<file path="config.mk">
export PLATFORM = sky130hd
export DESIGN_NAME = edge_scan_ctrl_flat
export DESIGN_NICKNAME = d
export VERILOG_FILES = /design/src/rtl/edge_scan_ctrl_pkg.sv /design/src/rtl/edge_scan_ctrl_if.sv /design/src/rtl/edge_scan_ctrl_scan_counter2d.sv /design/src/rtl/edge_scan_ctrl.sv /design/src/flat_wrapper.sv
export SDC_FILE = /design/constraint.sdc
export NUM_CORES = 1
export LEC_CHECK = 0
export CAP_MARGIN = 20
export CORE_MARGIN = 2
export CORE_UTILIZATION = 57
export DETAILED_ROUTE_END_ITERATION = 16
export PLACE_DENSITY_LB_ADDON = 0.2
export SYNTH_ARGS = -nofsm -noshare
export SYNTH_HDL_FRONTEND = slang
export SYNTH_SLANG_ARGS = --single-unit
</file>
<file path="constraint.sdc">
create_clock -name clk_i -period 7.2 [get_ports clk_i]
set_clock_uncertainty 0.05 [all_clocks]
set_input_delay 0.72 -clock clk_i [delete_from_list [all_inputs] [get_ports clk_i]]
set_output_delay 0.72 -clock clk_i [all_outputs]
set_load 0.05 [all_outputs]
</file>
<file path="src/rtl/edge_scan_ctrl_pkg.sv">
// Shared types and constants for the edge-detection scan sequencer.
package edge_pkg;

    typedef enum logic [2:0] {
        IDLE    = 3'd0,
        CLR     = 3'd1,
        RD_REQ  = 3'd2,
        RD_WAIT = 3'd3,
        WRITE   = 3'd4,
        DONE    = 3'd5
    } state_t;

    // 3x3 kernel tap index range
    localparam int K_FIRST = 0;
    localparam int K_LAST  = 2;

    localparam int IMG_W_DEF = 64;
    localparam int IMG_H_DEF = 64;

endpackage

</file>
<file path="src/rtl/edge_scan_ctrl_if.sv">
// Word-addressed read/write memory port of the scan sequencer.
// The master drives the requests; the slave (memory fabric) drives stalls and read-valid.
interface edge_scan_ctrl_if #(
    parameter int ADDR_W = 16
);
    logic              rd_o;
    logic [ADDR_W-1:0] rd_addr_o;
    logic              rd_waitreq_i;
    logic              rd_valid_i;
    logic              wr_o;
    logic [ADDR_W-1:0] wr_addr_o;
    logic              wr_waitreq_i;

    modport master (
        output rd_o, rd_addr_o, wr_o, wr_addr_o,
        input  rd_waitreq_i, rd_valid_i, wr_waitreq_i
    );

    modport slave (
        input  rd_o, rd_addr_o, wr_o, wr_addr_o,
        output rd_waitreq_i, rd_valid_i, wr_waitreq_i
    );
endinterface

</file>
<file path="src/rtl/edge_scan_ctrl_scan_counter2d.sv">
// Two-axis raster counter: a runs fastest, b steps when a wraps.
// clr loads the start corner, last flags the end corner.
module scan_counter2d #(
    parameter int A_W     = 2,
    parameter int B_W     = 2,
    parameter int A_START = 0,
    parameter int A_END   = 2,
    parameter int B_START = 0,
    parameter int B_END   = 2
) (
    input  logic           clk_i,
    input  logic           rst_i,
    input  logic           clr,
    input  logic           inc,
    output logic [A_W-1:0] a,
    output logic [B_W-1:0] b,
    output logic           last
);
    localparam logic [A_W-1:0] A_S   = A_W'(A_START);
    localparam logic [A_W-1:0] A_E   = A_W'(A_END);
    localparam logic [B_W-1:0] B_S   = B_W'(B_START);
    localparam logic [B_W-1:0] B_E   = B_W'(B_END);
    localparam logic [A_W-1:0] A_ONE = A_W'(1);
    localparam logic [B_W-1:0] B_ONE = B_W'(1);

    // clear has priority over increment; b wraps back to its start after the end corner
    always_ff @(posedge clk_i or negedge rst_i) begin
        if (!rst_i) begin
            a <= '0;
            b <= '0;
        end else if (clr) begin
            a <= A_S;
            b <= B_S;
        end else if (inc) begin
            if (a == A_E) begin
                a <= A_S;
                b <= (b == B_E) ? B_S : b + B_ONE;
            end else begin
                a <= a + A_ONE;
            end
        end
    end

    assign last = (a == A_E) && (b == B_E);

endmodule

</file>
<file path="src/rtl/edge_scan_ctrl.sv">
// Edge-detection scan sequencer: walks the interior pixels of the source image,
// issues the nine neighbour reads per pixel, strobes the kernel datapath and
// writes one result per pixel.
//
//   state   | meaning
//   IDLE    | waiting for start_i
//   CLR     | clear accumulator, taps at (0,0)
//   RD_REQ  | read request for current tap, held through stalls
//   RD_WAIT | waiting for read data; accumulate on rd_valid_i
//   WRITE   | write request for current pixel, held through stalls
//   DONE    | one-cycle frame-complete pulse
module edge_scan_ctrl
    import edge_pkg::*;
#(
    parameter int                IMG_W    = IMG_W_DEF,
    parameter int                IMG_H    = IMG_H_DEF,
    parameter int                X_W      = 6,
    parameter int                Y_W      = 6,
    parameter int                ADDR_W   = 16,
    parameter logic [ADDR_W-1:0] SRC_BASE = '0,
    parameter logic [ADDR_W-1:0] DST_BASE = 'h4000
) (
    input  logic                    clk_i,
    input  logic                    rst_i,
    input  logic                    start_i,
    input  logic                    abort_i,
    output logic                    busy_o,
    output logic                    done_o,
    edge_scan_ctrl_if.master        mem,
    output logic                    acc_clr_o,
    output logic                    acc_en_o,
    output logic [1:0]              kx_o,
    output logic [1:0]              ky_o
);
    localparam logic [ADDR_W-1:0] ROW_SRC = ADDR_W'(IMG_W);
    localparam logic [ADDR_W-1:0] ROW_DST = ADDR_W'(IMG_W - 2);
    localparam logic [ADDR_W-1:0] ONE     = ADDR_W'(1);

    state_t            state_q, state_d;
    logic              abort_q;
    logic              pix_clr, pix_inc, pix_last;
    logic              tap_clr, tap_inc, tap_last;
    logic [X_W-1:0]    x;
    logic [Y_W-1:0]    y;
    logic [1:0]        kx, ky;
    logic [ADDR_W-1:0] src_addr, dst_addr;

    scan_counter2d #(
        .A_W(X_W), .B_W(Y_W),
        .A_START(1), .A_END(IMG_W - 2),
        .B_START(1), .B_END(IMG_H - 2)
    ) u_pix (
        .clk_i(clk_i), .rst_i(rst_i), .clr(pix_clr), .inc(pix_inc),
        .a(x), .b(y), .last(pix_last)
    );

    scan_counter2d #(
        .A_W(2), .B_W(2),
        .A_START(K_FIRST), .A_END(K_LAST),
        .B_START(K_FIRST), .B_END(K_LAST)
    ) u_tap (
        .clk_i(clk_i), .rst_i(rst_i), .clr(tap_clr), .inc(tap_inc),
        .a(kx), .b(ky), .last(tap_last)
    );

    // state register
    always_ff @(posedge clk_i or negedge rst_i) begin
        if (!rst_i) state_q <= IDLE;
        else        state_q <= state_d;
    end

    // abort request is remembered for the rest of the frame and dropped once idle
    always_ff @(posedge clk_i or negedge rst_i) begin
        if (!rst_i)                 abort_q <= 1'b0;
        else if (state_q == IDLE)   abort_q <= 1'b0;
        else if (abort_i)           abort_q <= 1'b1;
    end

    // neighbour and result addresses from the counter registers, modulo 2**ADDR_W
    always_comb begin
        src_addr = SRC_BASE
                 + (ADDR_W'(y) + ADDR_W'(ky) - ONE) * ROW_SRC
                 + ADDR_W'(x) + ADDR_W'(kx) - ONE;
        dst_addr = DST_BASE + (ADDR_W'(y) - ONE) * ROW_DST + ADDR_W'(x) - ONE;
    end

    // next-state and strobes; requests are only dropped after their handshake
    always_comb begin
        state_d   = state_q;
        pix_clr   = 1'b0;
        pix_inc   = 1'b0;
        tap_clr   = 1'b0;
        tap_inc   = 1'b0;
        acc_clr_o = 1'b0;
        acc_en_o  = 1'b0;
        mem.rd_o  = 1'b0;
        mem.wr_o  = 1'b0;
        done_o    = 1'b0;
        case (state_q)
            IDLE: begin
                if (start_i) begin
                    pix_clr = 1'b1;
                    tap_clr = 1'b1;
                    state_d = CLR;
                end
            end
            CLR: begin
                acc_clr_o = 1'b1;
                state_d   = RD_REQ;
            end
            RD_REQ: begin
                mem.rd_o = 1'b1;
                if (!mem.rd_waitreq_i) state_d = RD_WAIT;
            end
            RD_WAIT: begin
                if (mem.rd_valid_i) begin
                    acc_en_o = 1'b1;
                    if (tap_last) begin
                        state_d = WRITE;
                    end else begin
                        tap_inc = 1'b1;
                        state_d = RD_REQ;
                    end
                end
            end
            WRITE: begin
                mem.wr_o = 1'b1;
                if (!mem.wr_waitreq_i) begin
                    tap_clr = 1'b1;
                    if (pix_last) begin
                        state_d = DONE;
                    end else if (abort_q || abort_i) begin
                        state_d = IDLE;
                    end else begin
                        pix_inc = 1'b1;
                        state_d = CLR;
                    end
                end
            end
            DONE: begin
                done_o  = 1'b1;
                state_d = IDLE;
            end
            default: state_d = IDLE;
        endcase
    end

    assign busy_o        = (state_q != IDLE);
    assign mem.rd_addr_o = (state_q == RD_REQ) ? src_addr : '0;
    assign mem.wr_addr_o = (state_q == WRITE)  ? dst_addr : '0;
    assign kx_o          = kx;
    assign ky_o          = ky;

endmodule
</file>
<file path="src/flat_wrapper.sv">
// flat-port wrapper written by rule: the top's interface ports become plain ports
module edge_scan_ctrl_flat import edge_pkg::*;
#(
    parameter int                IMG_W    = IMG_W_DEF,
    parameter int                IMG_H    = IMG_H_DEF,
    parameter int                X_W      = 6,
    parameter int                Y_W      = 6,
    parameter int                ADDR_W   = 16,
    parameter logic [ADDR_W-1:0] SRC_BASE = '0,
    parameter logic [ADDR_W-1:0] DST_BASE = 'h4000
)
  (clk_i, rst_i, start_i, abort_i, busy_o, done_o, acc_clr_o, acc_en_o, kx_o, ky_o, mem_rd_o, mem_rd_addr_o, mem_wr_o, mem_wr_addr_o, mem_rd_waitreq_i, mem_rd_valid_i, mem_wr_waitreq_i);
  edge_scan_ctrl_if #(.ADDR_W(ADDR_W)) mem_i ();
  input  logic clk_i;
  input  logic rst_i;
  input  logic start_i;
  input  logic abort_i;
  output logic busy_o;
  output logic done_o;
  output logic acc_clr_o;
  output logic acc_en_o;
  output logic [1:0] kx_o;
  output logic [1:0] ky_o;
  output wire logic [$bits(mem_i.rd_o)-1:0] mem_rd_o;
  output wire logic [$bits(mem_i.rd_addr_o)-1:0] mem_rd_addr_o;
  output wire logic [$bits(mem_i.wr_o)-1:0] mem_wr_o;
  output wire logic [$bits(mem_i.wr_addr_o)-1:0] mem_wr_addr_o;
  input wire logic [$bits(mem_i.rd_waitreq_i)-1:0] mem_rd_waitreq_i;
  input wire logic [$bits(mem_i.rd_valid_i)-1:0] mem_rd_valid_i;
  input wire logic [$bits(mem_i.wr_waitreq_i)-1:0] mem_wr_waitreq_i;
  assign mem_rd_o = mem_i.rd_o;
  assign mem_rd_addr_o = mem_i.rd_addr_o;
  assign mem_wr_o = mem_i.wr_o;
  assign mem_wr_addr_o = mem_i.wr_addr_o;
  assign mem_i.rd_waitreq_i = mem_rd_waitreq_i;
  assign mem_i.rd_valid_i = mem_rd_valid_i;
  assign mem_i.wr_waitreq_i = mem_wr_waitreq_i;
  edge_scan_ctrl #(.IMG_W(IMG_W), .IMG_H(IMG_H), .X_W(X_W), .Y_W(Y_W), .ADDR_W(ADDR_W), .SRC_BASE(SRC_BASE), .DST_BASE(DST_BASE)) u_core (.clk_i(clk_i), .rst_i(rst_i), .start_i(start_i), .abort_i(abort_i), .busy_o(busy_o), .done_o(done_o), .mem(mem_i), .acc_clr_o(acc_clr_o), .acc_en_o(acc_en_o), .kx_o(kx_o), .ky_o(ky_o));
endmodule
</file>
==> metrics.txt, run 1 <==
total wire length 9.08 mm; Initial DRC Count 156; vias in the first global route 3,565; die width 88.9 microns; synthesis-to-layout area growth 14.2%; Final setup viols 0; CTS Sinks 20; H-tree levels 1; largest net degree at the start of global routing 21; YS warnings 0; Tcrit/Tclk final 94.0%; post-synthesis cell count 545; Slew @ Worst Pin 0.913 ns; Worst Hold Class reg -> reg; min Tclk post-route 6.77 ns; Placed Cells 676; CTS tree built; Clock Path Buffers 2; first-pass GRT wire length 15.6 mm; Synth Cell Area 4110 sq um; Slew Limit Fails 0; Ports 49; sequential area share after synthesis 12.2%; die height 88.9 microns; Yosys top cell by area ha_1; Setup Buffers After CTS 0; GPL Wtd Cong 0.871; # resized after CTS 2; CP max FO 8; # DRC 0; Final HPWL DP 7.57 mm; Syn Nets 623; Post-DP Area 4640 sq um; Final #Nets 663; drt wl/cell 13.4 microns; post-route cell area 4690 sq um; critical path data required time 6.43 ns; unrepaired setup endpoints after global routing false; flops & latches, synth 20; grt total ovfl 0; Distinct cells, synth 62; Fin. Hold Viols 0; Non-Filler Instances 680; Synth area leaders ha_1, dfrtp_1, xnor2_1; fill cell total of the finished layout 599; critical path arrival 6.00 ns; # hold bufs at CTS 0; Num CTS Buffers 3; Syn Area/Cell 7.53 sq um; CP Launch Type flip-flop; share of cells above drive strength 1 5.14%; sum of negative setup slack 0 ns; worst skew pair latency 0.26 ns; commonest non-fill, non-tap cells in the layout inv_1, ha_1, nor2_1; Synth async-reset ratio 100%; most common cell after layout, fill and taps aside inv_1; Starting Density 59.8%; critical path endpoint category output port; top_reg_cell synth dfrtp_1; Fmax 148 MHz; critical path class reg -> out; drt via density 5.54; IO buf count 48; first-pass iteration count of the detailed router 4; initial antenna violation count 0; max_slew headroom 39.0%; Max Cap Viol 0; routed vias 3,768; root buffer cell clkbuf_8; antenna cells 0; status completed; Routed Antenna Nets 0; top-area cell type share of the netlist area 18.6%; clk slew on worst S/H paths 0.08 ns; core area 6870 sq um; all-layer global routing usage 24.3%; number of flops mapped to enable cells by yosys 0; Die ar. 7900 sq um; row cnt 30
## layer usage
| metal | wire (microns) | part of all wire, % | GRT usage [%] | up-vias |
|---|---|---|---|---|
| li1 | - | - | - | 1941 |
| met1 | 4450 | 49 | 33.4 | 1743 |
| met2 | 4160 | 46 | 41.5 | 73 |
| met3 | 367 | 4.0 | 2.33 | 11 |
| met4 | 95 | 1.0 | 4.55 | 0 |
| met5 | 0 | 0 | 0 | - |
## cells in the mapped netlist, types with 2 or more instances
library cell and n:
a21o_1 15, clkbuf_1 9, nand2_1 34, inv_1 72, nor3b_1 2, dfrtp_1 20
and3_1 11, o21bai_1 3, a2111oi_0 3, nor2_1 57, nor4_1 3, buf_6 2
nand2b_1 8, mux2i_1 10, nor3_1 16, or3_1 3, a21boi_0 3, a31oi_1 3
a21oi_1 36, nand3_1 19, xnor2_1 38, or2_2 5, and2_1 3, o22ai_1 5
buf_4 2, o21a_1 4, a31o_2 2, fa_1 10, o21ba_2 2, a211oi_1 5
nor2b_1 2, a32o_1 2, ha_1 61, nand4_1 6, or3b_1 2, o21ai_0 21
o211ai_1 3, xor2_1 19
## area by class of cell
| class | count | area, sq um | area share [%] |
|---|---|---|---|
| Clock buffer | 4 | 55.1 | 1.17 |
| Inverter | 72 | 270 | 5.76 |
| Multi-Input combinational cell | 438 | 3270 | 69.6 |
| Sequential cell | 20 | 500 | 10.7 |
| Tap cell | 96 | 120 | 2.56 |
| Timing Repair Buffer | 50 | 478 | 10.2 |
## sequential cells by signal, indices dropped and copies added, names as in the netlist
signal / flops
u_core.u_tap.b: 2
u_core.abort_q: 1
u_core.u_pix.a: 6
u_core.u_tap.a: 2
u_core.state_q: 3
u_core.u_pix.b: 6
## worst max-delay path: stages (launching register included)
cell      delay, ns
dfrtp_1        0.47
inv_1          0.18
ha_2           0.30
inv_1          0.11
nor3_1         0.23
xnor2_1        0.23
inv_1          0.21
ha_1           0.35
ha_1           0.32
xnor2_1        0.23
fa_1           0.45
ha_1           0.23
or3_1          0.37
o211ai_1       0.36
xor2_1         0.13
ha_1           0.40
and3_1         0.23
a31o_2         0.26
a41oi_1        0.24
mux2i_1        0.21
buf_4          0.21
## metrics by stage
stage / utilization (%) / setup slack [ns] / hold slack (ns)
final: 68.3 / 0.435 / 0.556
after global placement: 67.5 / 0.423 / 0.474
after CTS: 68.3 / 0.00545 / 0.550
after global routing: 68.3 / 0.0209 / 0.584
after detailed placement: 67.5 / 0.242 / 0.534
after floorplan: - / 0.295 / 0.374
## cells by family (layout without fill, tap and decap cells)
family / count (synthesis) / count (layout) / synth area share [%]
flops: 20 / 20 / 12.2
mux: 11 / 11 / 2.71
buf+inv: 87 / 126 / 8.53
fa+ha+maj: 72 / 72 / 23.7
xor+xnor: 58 / 58 / 12.6
compound gates: 117 / 117 / 18.6
simple gates: 180 / 180 / 21.7
## worst paths after layout
check / end / slack, ns / start / cells after the start
max: mem_wr_addr_o[15] / 0.43 / u_core.u_pix.b[1] / 20
min: u_core.u_tap.a[1] / 0.56 / u_core.u_tap.a[1] / 2
max reg2reg: u_core.u_pix.b[5] / 4.47 / u_core.state_q[1] / 6
min reg2reg: u_core.u_tap.a[1] / 0.56 / u_core.u_tap.a[1] / 2
max in group asynchronous: u_core.u_pix.b[4] / 5.63 / rst_i / 1
min in group asynchronous: u_core.state_q[0] / 0.91 / rst_i / 1
Power of run 1 is left out: the tool's default activity adds up to more than one toggle a clock period on the data nets, which glitch-free logic cannot reach.
==> run 2: changes to the inputs <==
- CORE_UTILIZATION: 57 -> 53
- clock period: 7.2 -> 5.9 ns (I/O delays scaled with it)
==> run 2 against run 1 <==
Compared with the run above: the flow now finishes with violations (setup timing); non-clock buffer count rose by 34; register-to-register slack got worse by 1.5 ns; setup slack got worse by 0.45 ns; first-iteration DRC count rose by 48%; cell count rose by 5.7%; count of clock-buffer cells in the layout fell by 1; via count rose by 8.9%; global-route usage fell by 0.083 points; critical path type unchanged.
==> metrics.txt, run 2 (same netlist as run 1, synthesis figures left out) <==
core area 7610 sq um (was 6870 sq um); most common cell after layout, fill and taps aside inv_1 (unchanged); Fmax 169 MHz; die width 92.0 microns (was 88.9 microns); Tcrit/Tclk final 100%; commonest non-fill, non-tap cells in the layout inv_1, nor2_1, ha_1 (was inv_1, ha_1, nor2_1); status finished, violations left (was completed); antenna cells 0 (unchanged); CP Launch Type flip-flop (unchanged); row cnt 32 (was 30); share of cells above drive strength 1 19.3% (was 5.14%); worst skew pair latency 0.26 ns (about the same); clk slew on worst S/H paths 0.07 ns (was 0.08 ns); die height 92.0 microns (was 88.9 microns); biggest registers after layout u_core.u_pix.a: 6 flops, u_core.u_pix.b: 6 flops, u_core.state_q: 3 flops (unchanged); critical path endpoint category output port (unchanged); Die ar. 8470 sq um (was 7900 sq um); # DRC 0 (unchanged); critical path's largest stage delay 0.56 ns (was 0.47 ns); slowest CP cell fa_2 (was dfrtp_1); Routed Antenna Nets 0 (unchanged); Num CTS Buffers 3 (unchanged); CP dominant cell by count inv_2 (was ha_1); Final #Nets 697 (was 663); unrepaired setup endpoints after global routing true (was false); GPL Wtd Cong 0.892 (was 0.871); IO buf count 48 (unchanged); critical path data required time 5.26 ns (was 6.43 ns); Ports 49 (unchanged); Reg2Reg Depth 6 (unchanged); Initial DRC Count 231 (was 156); min Tclk post-route 5.91 ns; synthesis-to-layout area growth 31.1% (was 14.2%); first-pass GRT wire length 17.1 mm (was 15.6 mm); vias in the first global route 3,705 (was 3,565); critical path class reg -> out (unchanged); Slew @ Worst Pin 0.924 ns (was 0.913 ns); first-pass iteration count of the detailed router 4 (unchanged); Worst Hold Class reg -> reg (unchanged); CP cell instances inv_2, ha_4, xor2_2, ha_1, inv_2, fa_2, fa_1, inv_2, ha_4, nor2b_4, o21ai_4, a21boi_2, o21ai_2, nand2b_1, xnor2_1, ha_1, a21o_1, buf_4, or2_2, nor2_2, a21oi_2, mux2i_2, buf_12 (was inv_1, ha_2, inv_1, nor3_1, xnor2_1, inv_1, ha_1, ha_1, xnor2_1, fa_1, ha_1, or3_1, o211ai_1, xor2_1, ha_1, and3_1, a31o_2, a41oi_1, mux2i_1, buf_4); drt wl/cell 15.3 microns (was 13.4 microns); Fin. Hold Viols 0 (unchanged); root buffer cell clkbuf_8 (unchanged); all-layer global routing usage 24.2% (was 24.3%); final core occ 70.8% (was 68.3%); Non-Filler Instances 719 (was 680); max_slew headroom 38.2% (was 39.0%); largest net degree at the start of global routing 21 (unchanged); Final setup viols 1 (was 0); CTS Sinks 20 (unchanged); critical path arrival 5.27 ns (was 6.00 ns); grt total ovfl 0 (unchanged); CP max FO 3 (was 8); Starting Density 54.0% (was 59.8%); Cells on Worst Hold Path 2 (unchanged); initial antenna violation count 0 (unchanged); failing checks setup timing; Placed Cells 691 (was 676); post-route setup slack -0.0118 ns (was 0.435 ns); routed vias 4,104 (was 3,768); H-tree levels 1 (unchanged); Slew Limit Fails 0 (unchanged); total wire length 11.0 mm (was 9.08 mm); drt via density 5.71 (was 5.54); CTS tree built (unchanged); Max Cap Viol 0 (unchanged); Final HPWL DP 7.83 mm (was 7.57 mm); Clock Path Buffers 2 (unchanged)
==> run 2: critical path, delay by kind of cell (launching register included) <==
family	cells	cell delay, ns
AND/OR/NAND/NOR	4	0.71
multiplexers	1	0.23
adder cells (fa/ha/maj)	6	2.08
buffers and inverters	5	0.53
XOR/XNOR	2	0.33
AO/OA/AOI/OAI	5	0.71
flip-flops	1	0.41
==> run 2: worst paths after layout <==
kind                                   startpoint           endpoint  slack (ns)
max in group asynchronous                   rst_i  u_core.u_pix.b[2]        4.38
min in group asynchronous                   rst_i     u_core.abort_q        0.80
worst max-delay path            u_core.u_pix.b[0]  mem_wr_addr_o[14]       -0.01
worst min register to register     u_core.abort_q     u_core.abort_q        0.53
worst max register to register  u_core.state_q[1]  u_core.u_pix.b[3]        2.97
worst min-delay path               u_core.abort_q     u_core.abort_q        0.53
==> run 2: layout make-up <==
cell class              count  area, sq um
clock buffers               3         41.3
inverters                  72          270
repair buffers             84          843
flip-flops and latches     20          502
well taps                 102          128
multi-input cells         438         3600
fillers                   565         2220
==> run 2: layer usage <==
layer	up-vias	global-route usage, %	part of all wire [%]
met5	-	0	0
met4	0	2.74	0.45
met3	6	1.73	4.5
met2	129	40.3	48
met1	1954	35.5	47
li1	2015	-	-
==> run 2: timing repair <==
item                       4_1_cts  5_1_grt
gates resized for setup         26       37
setup endpoints to repair        6       10
buffers inserted                15       10
pin swaps                       17       30
hold buffers                     0        0
==> run 2: per-stage QoR <==
| stage | instance area [sq um] | setup TNS (ns) | setup WS [ns] | hold WS [ns] |
|---|---|---|---|---|
| 3_5_place_dp | 4860 | -0.174 | -0.0722 | 0.514 |
| 4_1_cts | 5130 | 0 | 0.00586 | 0.529 |
| 5_1_grt | 5390 | -0.538 | -0.143 | 0.552 |
| 6_report | 5390 | -0.0118 | -0.0118 | 0.529 |
| 2_1_floorplan | 4170 | -0.0184 | -0.0184 | 0.244 |
| 3_3_place_gp | 4860 | 0 | 0.131 | 0.485 |
Power of run 2 is left out for the same reason.
